==> config.mk <==
export PLATFORM = sky130hd
export DESIGN_NAME = instr_cycle_controller
export DESIGN_NICKNAME = d
export VERILOG_FILES = /design/src/rtl/cpu_ctrl_pkg.sv /design/src/rtl/mem_wait_timer.sv /design/src/rtl/instr_cycle_controller.sv
export SDC_FILE = /design/constraint.sdc
export NUM_CORES = 1
export LEC_CHECK = 0
export ABC_AREA = 1
export ABC_CLOCK_PERIOD_IN_PS = 1850
export CAP_MARGIN = 0
export CORE_ASPECT_RATIO = 1.1
export CORE_MARGIN = 5
export CORE_UTILIZATION = 25
export CTS_CLUSTER_DIAMETER = 150
export DETAILED_ROUTE_END_ITERATION = 8
export PLACE_DENSITY = 0.57
export REMOVE_ABC_BUFFERS = 1
export SETUP_SLACK_MARGIN = 0.5
export SYNTH_ARGS = -nofsm -noshare
export SYNTH_HDL_FRONTEND = slang
export SYNTH_SLANG_ARGS = --single-unit
==> constraint.sdc <==
create_clock -name clk -period 1.85 [get_ports clk]
set_clock_uncertainty 0.15 [all_clocks]
set_input_delay 0.555 -clock clk [delete_from_list [all_inputs] [get_ports clk]]
set_output_delay 0.555 -clock clk [all_outputs]
set_load 0.01 [all_outputs]
==> src/rtl/cpu_ctrl_pkg.sv <==
// Shared definitions for the instruction-cycle controller: state encodings,
// address-register select values and generic enable levels.
package cpu_ctrl_pkg;

    typedef enum logic [2:0] {
        ST_FETCH      = 3'd0,
        ST_FETCH_WAIT = 3'd1,
        ST_DECODE     = 3'd2,
        ST_EXECUTE    = 3'd3,
        ST_MEM        = 3'd4,
        ST_MEM_WAIT   = 3'd5,
        ST_WRITEBACK  = 3'd6,
        ST_HALT       = 3'd7
    } state_e;

    localparam logic DISABLE = 1'b0;
    localparam logic ENABLE  = 1'b1;

    localparam logic ADDRESS_SELECT_UPDATE = 1'b0;
    localparam logic ADDRESS_SELECT_HOLD   = 1'b1;

    function automatic logic is_wait_state(input state_e s);
        return (s == ST_FETCH_WAIT) || (s == ST_MEM_WAIT);
    endfunction

endpackage

==> src/rtl/mem_wait_timer.sv <==
// Counts memory wait cycles without an acknowledge and flags when the
// configured timeout value has been reached.
module mem_wait_timer #(
    parameter int unsigned MEM_TIMEOUT = 15
) (
    input  logic clk,
    input  logic rst_n,
    input  logic clear_i,
    input  logic count_en_i,
    output logic expired_o
);

    logic [7:0] count_q;
    logic [7:0] count_d;

    // Next count: clear on wait-state entry, saturating increment otherwise.
    always_comb begin
        count_d = count_q;
        if (clear_i) begin
            count_d = 8'd0;
        end else if (count_en_i && (count_q != 8'hFF)) begin
            count_d = count_q + 8'd1;
        end else begin
            count_d = count_q;
        end
    end

    // Count register.
    always_ff @(posedge clk or negedge rst_n) begin
        if (!rst_n) begin
            count_q <= 8'd0;
        end else begin
            count_q <= count_d;
        end
    end

    assign expired_o = (count_q == 8'(MEM_TIMEOUT));

endmodule

==> src/rtl/instr_cycle_controller.sv <==
// Multi-cycle instruction sequencer: fetch, decode, execute, optional memory
// phase and writeback, with halt handling and a memory-acknowledge timeout.
module instr_cycle_controller
    import cpu_ctrl_pkg::*;
#(
    parameter int unsigned MEM_TIMEOUT = 15,
    parameter int unsigned RETIRE_W    = 32
) (
    input  logic                clk,
    input  logic                rst_n,
    input  logic                mem_ready,
    input  logic                de_mem_access,
    input  logic                de_mem_write_en,
    input  logic                de_reg_write_en,
    input  logic                de_reg_pc_write_en,
    input  logic                de_reg_lr_write_en,
    input  logic                de_reg_cpsr_write_en,
    input  logic                halt_req,
    output logic                fd_instr_latch_en,
    output logic                mem_req,
    output logic                mem_we,
    output logic                addreg_mux_hold,
    output logic                reg_write_strobe,
    output logic                pc_write_strobe,
    output logic                lr_write_strobe,
    output logic                cpsr_write_strobe,
    output logic                instr_retired,
    output logic [RETIRE_W-1:0] retired_count,
    output logic [2:0]          state_o,
    output logic                halted,
    output logic                mem_timeout_err
);

    state_e                state_q, state_d;
    logic [RETIRE_W-1:0]   retired_q, retired_d;
    logic                  err_q, err_d;
    logic                  in_wait_s, expired_s, timeout_s;
    logic                  latch_s, mem_req_s, mem_we_s, hold_s;
    logic                  reg_s, pc_s, lr_s, cpsr_s, retire_s;

    assign in_wait_s = is_wait_state(state_q);
    // mem_ready on the expiry cycle wins over the timeout.
    assign timeout_s = in_wait_s && expired_s && !mem_ready;

    mem_wait_timer #(.MEM_TIMEOUT(MEM_TIMEOUT)) u_timer (
        .clk        (clk),
        .rst_n      (rst_n),
        .clear_i    ((state_q == ST_FETCH) || (state_q == ST_MEM)),
        .count_en_i (in_wait_s && !mem_ready),
        .expired_o  (expired_s)
    );

    // Next-state, counter and combinational output decode.
    always_comb begin
        state_d   = state_q;
        retired_d = retired_q;
        err_d     = err_q;
        latch_s   = DISABLE;
        mem_req_s = DISABLE;
        mem_we_s  = DISABLE;
        hold_s    = ADDRESS_SELECT_UPDATE;
        reg_s     = DISABLE;
        pc_s      = DISABLE;
        lr_s      = DISABLE;
        cpsr_s    = DISABLE;
        retire_s  = DISABLE;
        case (state_q)
            ST_FETCH: begin
                mem_req_s = ENABLE;
                state_d   = ST_FETCH_WAIT;
            end
            ST_FETCH_WAIT: begin
                if (timeout_s) begin
                    err_d   = ENABLE;
                    state_d = ST_HALT;
                end else if (mem_ready) begin
                    mem_req_s = ENABLE;
                    latch_s   = ENABLE;
                    state_d   = ST_DECODE;
                end else begin
                    mem_req_s = ENABLE;
                end
            end
            ST_DECODE:  state_d = ST_EXECUTE;
            ST_EXECUTE: state_d = de_mem_access ? ST_MEM : ST_WRITEBACK;
            ST_MEM: begin
                mem_req_s = ENABLE;
                mem_we_s  = de_mem_write_en;
                hold_s    = ADDRESS_SELECT_HOLD;
                state_d   = ST_MEM_WAIT;
            end
            ST_MEM_WAIT: begin
                hold_s = ADDRESS_SELECT_HOLD;
                if (timeout_s) begin
                    err_d   = ENABLE;
                    state_d = ST_HALT;
                end else begin
                    mem_req_s = ENABLE;
                    mem_we_s  = de_mem_write_en;
                    state_d   = mem_ready ? ST_WRITEBACK : ST_MEM_WAIT;
                end
            end
            ST_WRITEBACK: begin
                reg_s     = de_reg_write_en && !(de_mem_access && de_mem_write_en);
                pc_s      = de_reg_pc_write_en;
                lr_s      = de_reg_lr_write_en;
                cpsr_s    = de_reg_cpsr_write_en;
                retire_s  = ENABLE;
                retired_d = retired_q + RETIRE_W'(1);
                state_d   = halt_req ? ST_HALT : ST_FETCH;
            end
            ST_HALT: begin
                if (!halt_req && !err_q) begin
                    state_d = ST_FETCH;
                end else begin
                    state_d = ST_HALT;
                end
            end
            default: state_d = ST_FETCH;
        endcase
    end

    // State, retire counter and sticky error registers.
    always_ff @(posedge clk or negedge rst_n) begin
        if (!rst_n) begin
            state_q   <= ST_FETCH;
            retired_q <= '0;
            err_q     <= 1'b0;
        end else begin
            state_q   <= state_d;
            retired_q <= retired_d;
            err_q     <= err_d;
        end
    end

    // Reset overrides the FETCH decode so nothing is requested while held.
    assign fd_instr_latch_en = latch_s   & rst_n;
    assign mem_req           = mem_req_s & rst_n;
    assign mem_we            = mem_we_s  & rst_n;
    assign addreg_mux_hold   = hold_s    & rst_n;
    assign reg_write_strobe  = reg_s     & rst_n;
    assign pc_write_strobe   = pc_s      & rst_n;
    assign lr_write_strobe   = lr_s      & rst_n;
    assign cpsr_write_strobe = cpsr_s    & rst_n;
    assign instr_retired     = retire_s  & rst_n;
    assign retired_count     = retired_q;
    assign state_o           = state_q;
    assign halted            = (state_q == ST_HALT);
    assign mem_timeout_err   = err_q;

endmodule

== Word-level counts from Yosys, hierarchy flattened ==
Cells that the tools add are included.
Operators by class
  reduce and logical (&&, ||, !) cells: 19
  eq/ne operators: 10
  bitwise logic cells: 9
  add/sub/neg operators: 2
  multiplexer cells: 23
Operators by type and width (number)
  $add 32x1->32 const B: 1
  $pmux 3 s8: 1
  $mux 8: 2
  $eq 3x3->1 const B: 4
  $mux 3: 4
  $mux 1: 11
  $and 1x1->1: 9
  $add 8x1->8 const B: 1
  $eq 8x4->1 const B: 1
  $ne 8x8->1 const B: 1
  $logic_and 1x1->1: 7
  $eq 3x2->1 const B: 2
  $mux 2: 3
  $reduce_or 2->1: 3
  $logic_not 1->1: 4
  $pmux 1 s2: 2
  $eq 3x1->1 const B: 1
  $logic_not 3->1: 1
  $ne 3x3->1 const B: 1
  $logic_or 1x1->1: 2
  $reduce_and 2->1: 1
  $reduce_bool 2->1: 1
Storage, ports and cells
  word-level logic and storage cells: 67
  output and inout bits: 46
  input bits: 10
  flip-flop bits (word level): 44

== Depth between registers and ports, before layout ==
  depth in word-level cells: 7
  mapped depth: 9
  depth with buffers taken out: 9

== By module ==
A second synthesis with hierarchy kept.
Second synthesis, totals
  cell total of the unflattened synthesis: 347
  area total of the unflattened synthesis: 2607.5 um2
Modules (own cells, without submodules)
  instr_cycle_controller: area each 2083.2 um2, instances 1, cells an instance 273, sequential area each 900.9 um2
  mem_wait_timer: area each 524.3 um2, instances 1, cells an instance 74, sequential area each 200.2 um2

== Worst setup path after synthesis ==
Ideal clock, no wire load.
  path kind: register to output
  start point: register state_q[0] (netlist: state_o[0])
  end point: output reg_write_strobe
  path slack: -0.244 ns
  path buffers: 2
  required time: 1.145 ns
  stages on the path, launching flop included: 8
  data arrival time: 1.389 ns
  path through: dfrtp_1 > buf_6 > inv_2 > nand3_4 > buf_2 > nor2_1 > nand2_1 > a21oi_1
Between the ends
  word-level cells in the longest chain between the ends: 3
RTL lines
  start: declaration: RTL line instr_cycle_controller.sv:34  | state_e state_q, state_d;
  start signal: assignment: RTL line instr_cycle_controller.sv:130  | state_q <= state_d;
  $eq 3x3->1: RTL line instr_cycle_controller.sv:67  | case (state_q)
  $mux 1: RTL line instr_cycle_controller.sv:67
  $and 1x1->1: RTL line instr_cycle_controller.sv:141  | assign reg_write_strobe = reg_s & rst_n;
  end: declaration: RTL line instr_cycle_controller.sv:23  | output logic reg_write_strobe,
No other way between the ends.

== Worst setup path in the final report ==
  start point: register u_timer.count_q[1]
  end point: output mem_req
Between the ends
  word-level cells in the longest chain between the ends: 6
RTL lines
  start: declaration: RTL line mem_wait_timer.sv:13  | logic [7:0] count_q;
  start signal: assignment: RTL line mem_wait_timer.sv:33  | count_q <= count_d;
  $eq 8x4->1: RTL line mem_wait_timer.sv:37  | assign expired_o = (count_q == 8'(MEM_TIMEOUT));
  $logic_and 1x1->1 (2 in a row): RTL line instr_cycle_controller.sv:43  | assign timeout_s = in_wait_s && expired_s && !mem_ready;
  $mux 1: RTL line instr_cycle_controller.sv:73  | if (timeout_s) begin
  $pmux 1 s2: RTL line instr_cycle_controller.sv:67
  $and 1x1->1: RTL line instr_cycle_controller.sv:138  | assign mem_req = mem_req_s & rst_n;
  end: declaration: RTL line instr_cycle_controller.sv:20  | output logic mem_req,
No other way between the ends.

==> impl_metrics.ini <==
[setup_path]
reg2reg_depth = 13
crit_path_end_kind = output port
cp.required_ps = 1140
critPathLaunchType = register
crit_path_max_fanout = 3
cp.arrival_ps = 1550
worstReg2RegStart = state_o[0]
crit_path_start = u_timer.count_q[1]
critPathKind = reg -> out

[placed_design]
preCtsSetupSlack_ps = -799
gp_congestion = 0.798
dp.final_hpwl_um = 5790
port_buffers = 55

[power_and_ir_drop]
leakage_nw = 2.45
vdd_drop_max_mv = 0.449
power_frac_comb = 0.498
power_density_nw_per_um2 = 832
pwr-share-clk = 0.222
switching_share = 0.346
p_seq_frac = 0.280
p_switching_w = 0.00142
intPower_w = 0.00268

[finish]
layout-drive-gt1-share = 0.476
area_growth_pct = 83.2
num-nets-final = 557
diodes = 0

[yosys]
yosysWarnings = 0
syn_area_sq_um = 2690
synth_cell_type_count = 27
ys_ff_latch = 44
avgSynthCellArea_sq_um = 7.19
async_flop_share = 1.00
synthTopCellsByCount = nand2_1 (122), nor2_1 (58), dfrtp_1 (44)
ys_top_cells_by_area = dfrtp_1 (41%), nand2_1 (17%), nor2_1 (8.1%)
synth_edf_count = 0
synth_ff_type = dfrtp_1
synth_top_cell_by_area = dfrtp_1
synth_most_common_cell = nand2_1
yosysSeqAreaShare = 0.409
synth_top_area_share = 0.409
synth_cells = 374

[cts]
hold_buffers = 0
cts.clk_slew.worst_paths_ps = 60
htree_num_levels = 2
clk_path_buf_depth = 2
cts_tree = done
clk_latency_ps = 290
cts_sinks = 44
cts-root-buf = clkbuf_16
cts_made_buffers = 5

[global_routing]
antenna_found_initial = 0
grt_pass1_vias = 3162
grt_overflow = 0
grtUsageTotal = 0.140
grt_first_pass_wirelength_um = 14800
grt_max_degree = 45

[routing]
route.detailed.drc = 0
dr_total_vias = 3085
ant_nets = 0
route.final.wire_length_um = 9180
wire_per_inst_um = 13.3
drt_iter0_markers = 209
drt_pre_antenna_iters = 4
viasPerCell = 4.48

[min_path]
hold_path_class = in -> async

[timing]
period_share = 1.22
slew_headroom = 0.613
clock.fmax_ghz = 0.444
setup_viol_count_final = 31
worst_slew_pin_slew_ps = 580
fin_ws_ps = -404
holdWs_ps = 262
rsz0062_at_grt = yes
slew_viol_final = 0
period_needed_ps = 2250
final_hold_viol_count = 0

[outcome]
violations = negative setup slack
status = complete, but fails checks

[floorplan]
dieArea_sq_um = 12900
start_util = 0.258
fp.coreArea_sq_um = 10400
io_pins = 56
fp-row-count = 39
die_w_um = 109
die_y_um = 119

[flow_run]
drv_cap = 0
final timing paths:
path | endpoint | slack, ps
worst max-delay path | mem_req | -400
worst min-delay path | retired_count[26] | 260
worst max register to register | retired_count[13] | -160
worst min register to register | retired_count[12] | 370
max in group asynchronous | retired_count[0] | 860
min in group clk | retired_count[12] | 370
final cells by class:
cell class                 instances  area [sq um]
fill                            1017          5510
multi-input combinational        283          1830
timing repair buffer             168          1490
sequential                        44          1100
inverter                          43           179
tap                              143           179
clock buffer                       8           146
worst max-delay path, stage by stage (launching register included):
cell and delay, ps:
dfrtp_1 390, ha_4 170, nand2_4 70, nor3_4 130
nand4_1 150, nor2_2 160, nor3_2 50, buf_2 140
power by group through the flow:
stage                     combinational [W]  sequential (W)  clock, W
after floorplan                    0.000424         0.00123         0
after global placement              0.00121         0.00115         0
after detailed placement            0.00121         0.00115         0
after CTS                           0.00181         0.00114  0.000928
after global routing                0.00222         0.00116  0.000973
final                               0.00204         0.00115  0.000911
cells by family (layout without fill, tap and decap cells):
kind of cell               after synthesis  count (layout)  synth area share
and+or+nand+nor                        249             249             0.418
buffers and inverters                   47             219            0.0721
DFF                                     44              44             0.409
xor gates and xnor gates                23              23            0.0749
AOI/OAI and AO/OA                        9               9            0.0167
adders and majority gates                2               2           0.00930
registers in the layout, indices dropped and copies added, names as in the netlist:
| signal | flops |
|---|---|
| u_timer.count_q | 8 |
| mem_timeout_err | 1 |
| retired_count | 32 |
| state_o | 3 |
metrics by stage:
stage / instances / cell area, sq um / setup TNS (ps) / power, W / util
global route: 689 / 4930 / -6480 / 0.00435 / 0.472
floorplan: 370 / 2660 / -258 / 0.00166 / -
finish: 689 / 4930 / -3530 / 0.00410 / 0.472
CTS: 672 / 4570 / -2760 / 0.00387 / 0.437
detailed placement: 605 / 3670 / -6780 / 0.00237 / 0.352
global placement: 605 / 3670 / -6600 / 0.00236 / 0.352
layer usage:
metal  vias up  wire length [um]  global-route usage
met5         -                 0                   0
met4         0               138              0.0363
met3        16               556              0.0354
met2        96              4690               0.242
met1      1466              3790               0.170
li1       1507                 -                   -
layout by cell type (no fill, tap or decap), types with 3 or more instances in the layout:
master | netlist | routed
inv_1 | 41 | 37
nand3_4 | 1 | 4
xor2_1 | 16 | 16
nor2_1 | 58 | 41
nor3_4 | 0 | 5
buf_4 | 2 | 71
xnor2_1 | 7 | 3
nand2_4 | 0 | 8
buf_2 | 1 | 27
nand3_2 | 3 | 9
nor2_2 | 5 | 6
o21ai_2 | 0 | 3
nand3b_1 | 3 | 3
xnor2_2 | 0 | 4
clkbuf_16 | 0 | 5
nand2_2 | 3 | 21
nor3_1 | 10 | 7
nor2_4 | 4 | 20
buf_12 | 0 | 4
nand2_1 | 122 | 95
buf_6 | 1 | 55
nand3_1 | 23 | 14
clkdlybuf4s50_1 | 0 | 6
dfrtp_1 | 44 | 42
nand4_1 | 11 | 11
what timing repair did:
| item | CTS | global route |
|---|---|---|
| pin swaps | 51 | 22 |
| buffers inserted | 59 | 17 |
| gates resized for setup | 320 | 52 |
| endpoints found under the setup margin | 88 | 90 |
| gates cloned | 0 | 0 |
(Power assumes the default switching activity.)
==> variant (same flow settings) <==
Set the package constant `ENABLE` to 1'b0 (it was 1'b1).
--- a/src/rtl/cpu_ctrl_pkg.sv
+++ b/src/rtl/cpu_ctrl_pkg.sv
@@ -14,7 +14,7 @@
     } state_e;
 
     localparam logic DISABLE = 1'b0;
-    localparam logic ENABLE  = 1'b1;
+    localparam logic ENABLE  = 1'b0;
 
     localparam logic ADDRESS_SELECT_UPDATE = 1'b0;
     localparam logic ADDRESS_SELECT_HOLD   = 1'b1;
Check against the original RTL: not equivalent (a bounded check fails within 4 cycles, from zero or initial values and one cycle with rst_n low).
==> variant against the unedited design <==
  * The flow still finishes with violations (negative setup slack)
  * Wire length fell by 5.6%
  * Power grew 2.0%
  * Sequential cell count shrank 1
  * Worst setup slack improved by 0.059 ns
  * Combinational power is 6% higher
  * Sequential share of layout area is essentially flat
  * Final area decreased by 1.9%
  * Area after synthesis decreased by 0.88%
==> variant: results <==
set metrics [dict create \
    status "finished with violations" \
    violations "negative setup slack" \
    wl_met2_mm 4.64 \
    setup_viol 15 \
    crit_path_max_fanout 2 \
    rrSetupSlack_ns -0.31 \
    grt_use_total 0.133 \
    wl_met1_mm 3.46 \
    grt_pass1_vias 3063 \
    max-slew-margin-rel 0.662 \
    grtUsageMet3 0.0316 \
    fin_ws_ns -0.345 \
    grt_max_degree 38 \
    portBuffers 51 \
    met2_usage 0.237 \
    fin_nets 549 \
    crit_path_max_incr_delay_ns 0.35 \
    final_cells 681 \
    vdd_drop_max_mv 0.724 \
    fillCellCount 1007 \
    grt_pass1_wl_mm 13.8 \
    drive_gt1_frac 0.491 \
    dp_hpwl_mm 5.59 \
    critical-path-top-delay-family "flip-flops" \
    ys_top_cells_by_area "dfrtp_1 40%, nand2_1 17%, inv_1 6.9%" \
]
-- variant: cell types whose count changed in the layout (fill, tap and decap cells not counted), sizes merged, moves of 2 or more --
cell / change
buf: -2
clkdlybuf4s15: -2
conb: +4
dlygate4sd2: +2
inv: +9
nand3: +2
nand4: +3
nor2: -12
nor3: -10
nor3b: +2
nor4: -2
o21ai: +3
xor2: -5
-- variant: path summary, 6_finish.rpt --
path,to,depth (start not counted)
max,mem_we,7
min,u_timer.count_q[0],2
max reg2reg,state_o[0],14
min reg2reg,retired_count[18],2
max in group asynchronous,retired_count[23],2
min in group clk,retired_count[18],2
-- variant: what timing repair did --
action                                 in CTS  in global routing
endpoints found under the hold margin       0                  0
buffers inserted                           61                 15
gates resized for setup                   310                 48
setup endpoints to repair                  84                 85
pin swaps                                  48                 42
-- variant: power groups by stage --
| stage | Sequential (mW) | Clock, mW | Combinational (mW) |
|---|---|---|---|
| final | 1.16 | 0.863 | 2.16 |
| after global routing | 1.17 | 0.935 | 2.32 |
| after CTS | 1.14 | 0.886 | 1.85 |
| after detailed placement | 1.19 | 0 | 1.20 |
| after global placement | 1.18 | 0 | 1.18 |
| after floorplan | 1.22 | 0 | 0.463 |
-- variant: cell type report --
class / instances / area (sq um) / share of cell area
clock buffer: 7 / 133 / 0.0274
clock inverter: 1 / 5.00 / 0.00103
inverter: 51 / 199 / 0.0411
multi-input combinational: 271 / 1780 / 0.367
sequential: 43 / 1080 / 0.224
tap: 143 / 179 / 0.0370
timing repair buffer: 165 / 1460 / 0.302
-- variant: through the flow --
step | util | area [sq um]
3_5_place_dp | 0.349 | 3620
2_1_floorplan | - | 2640
4_1_cts | 0.434 | 4510
5_1_grt | 0.465 | 4840
6_report | 0.465 | 4840
3_3_place_gp | 0.349 | 3620
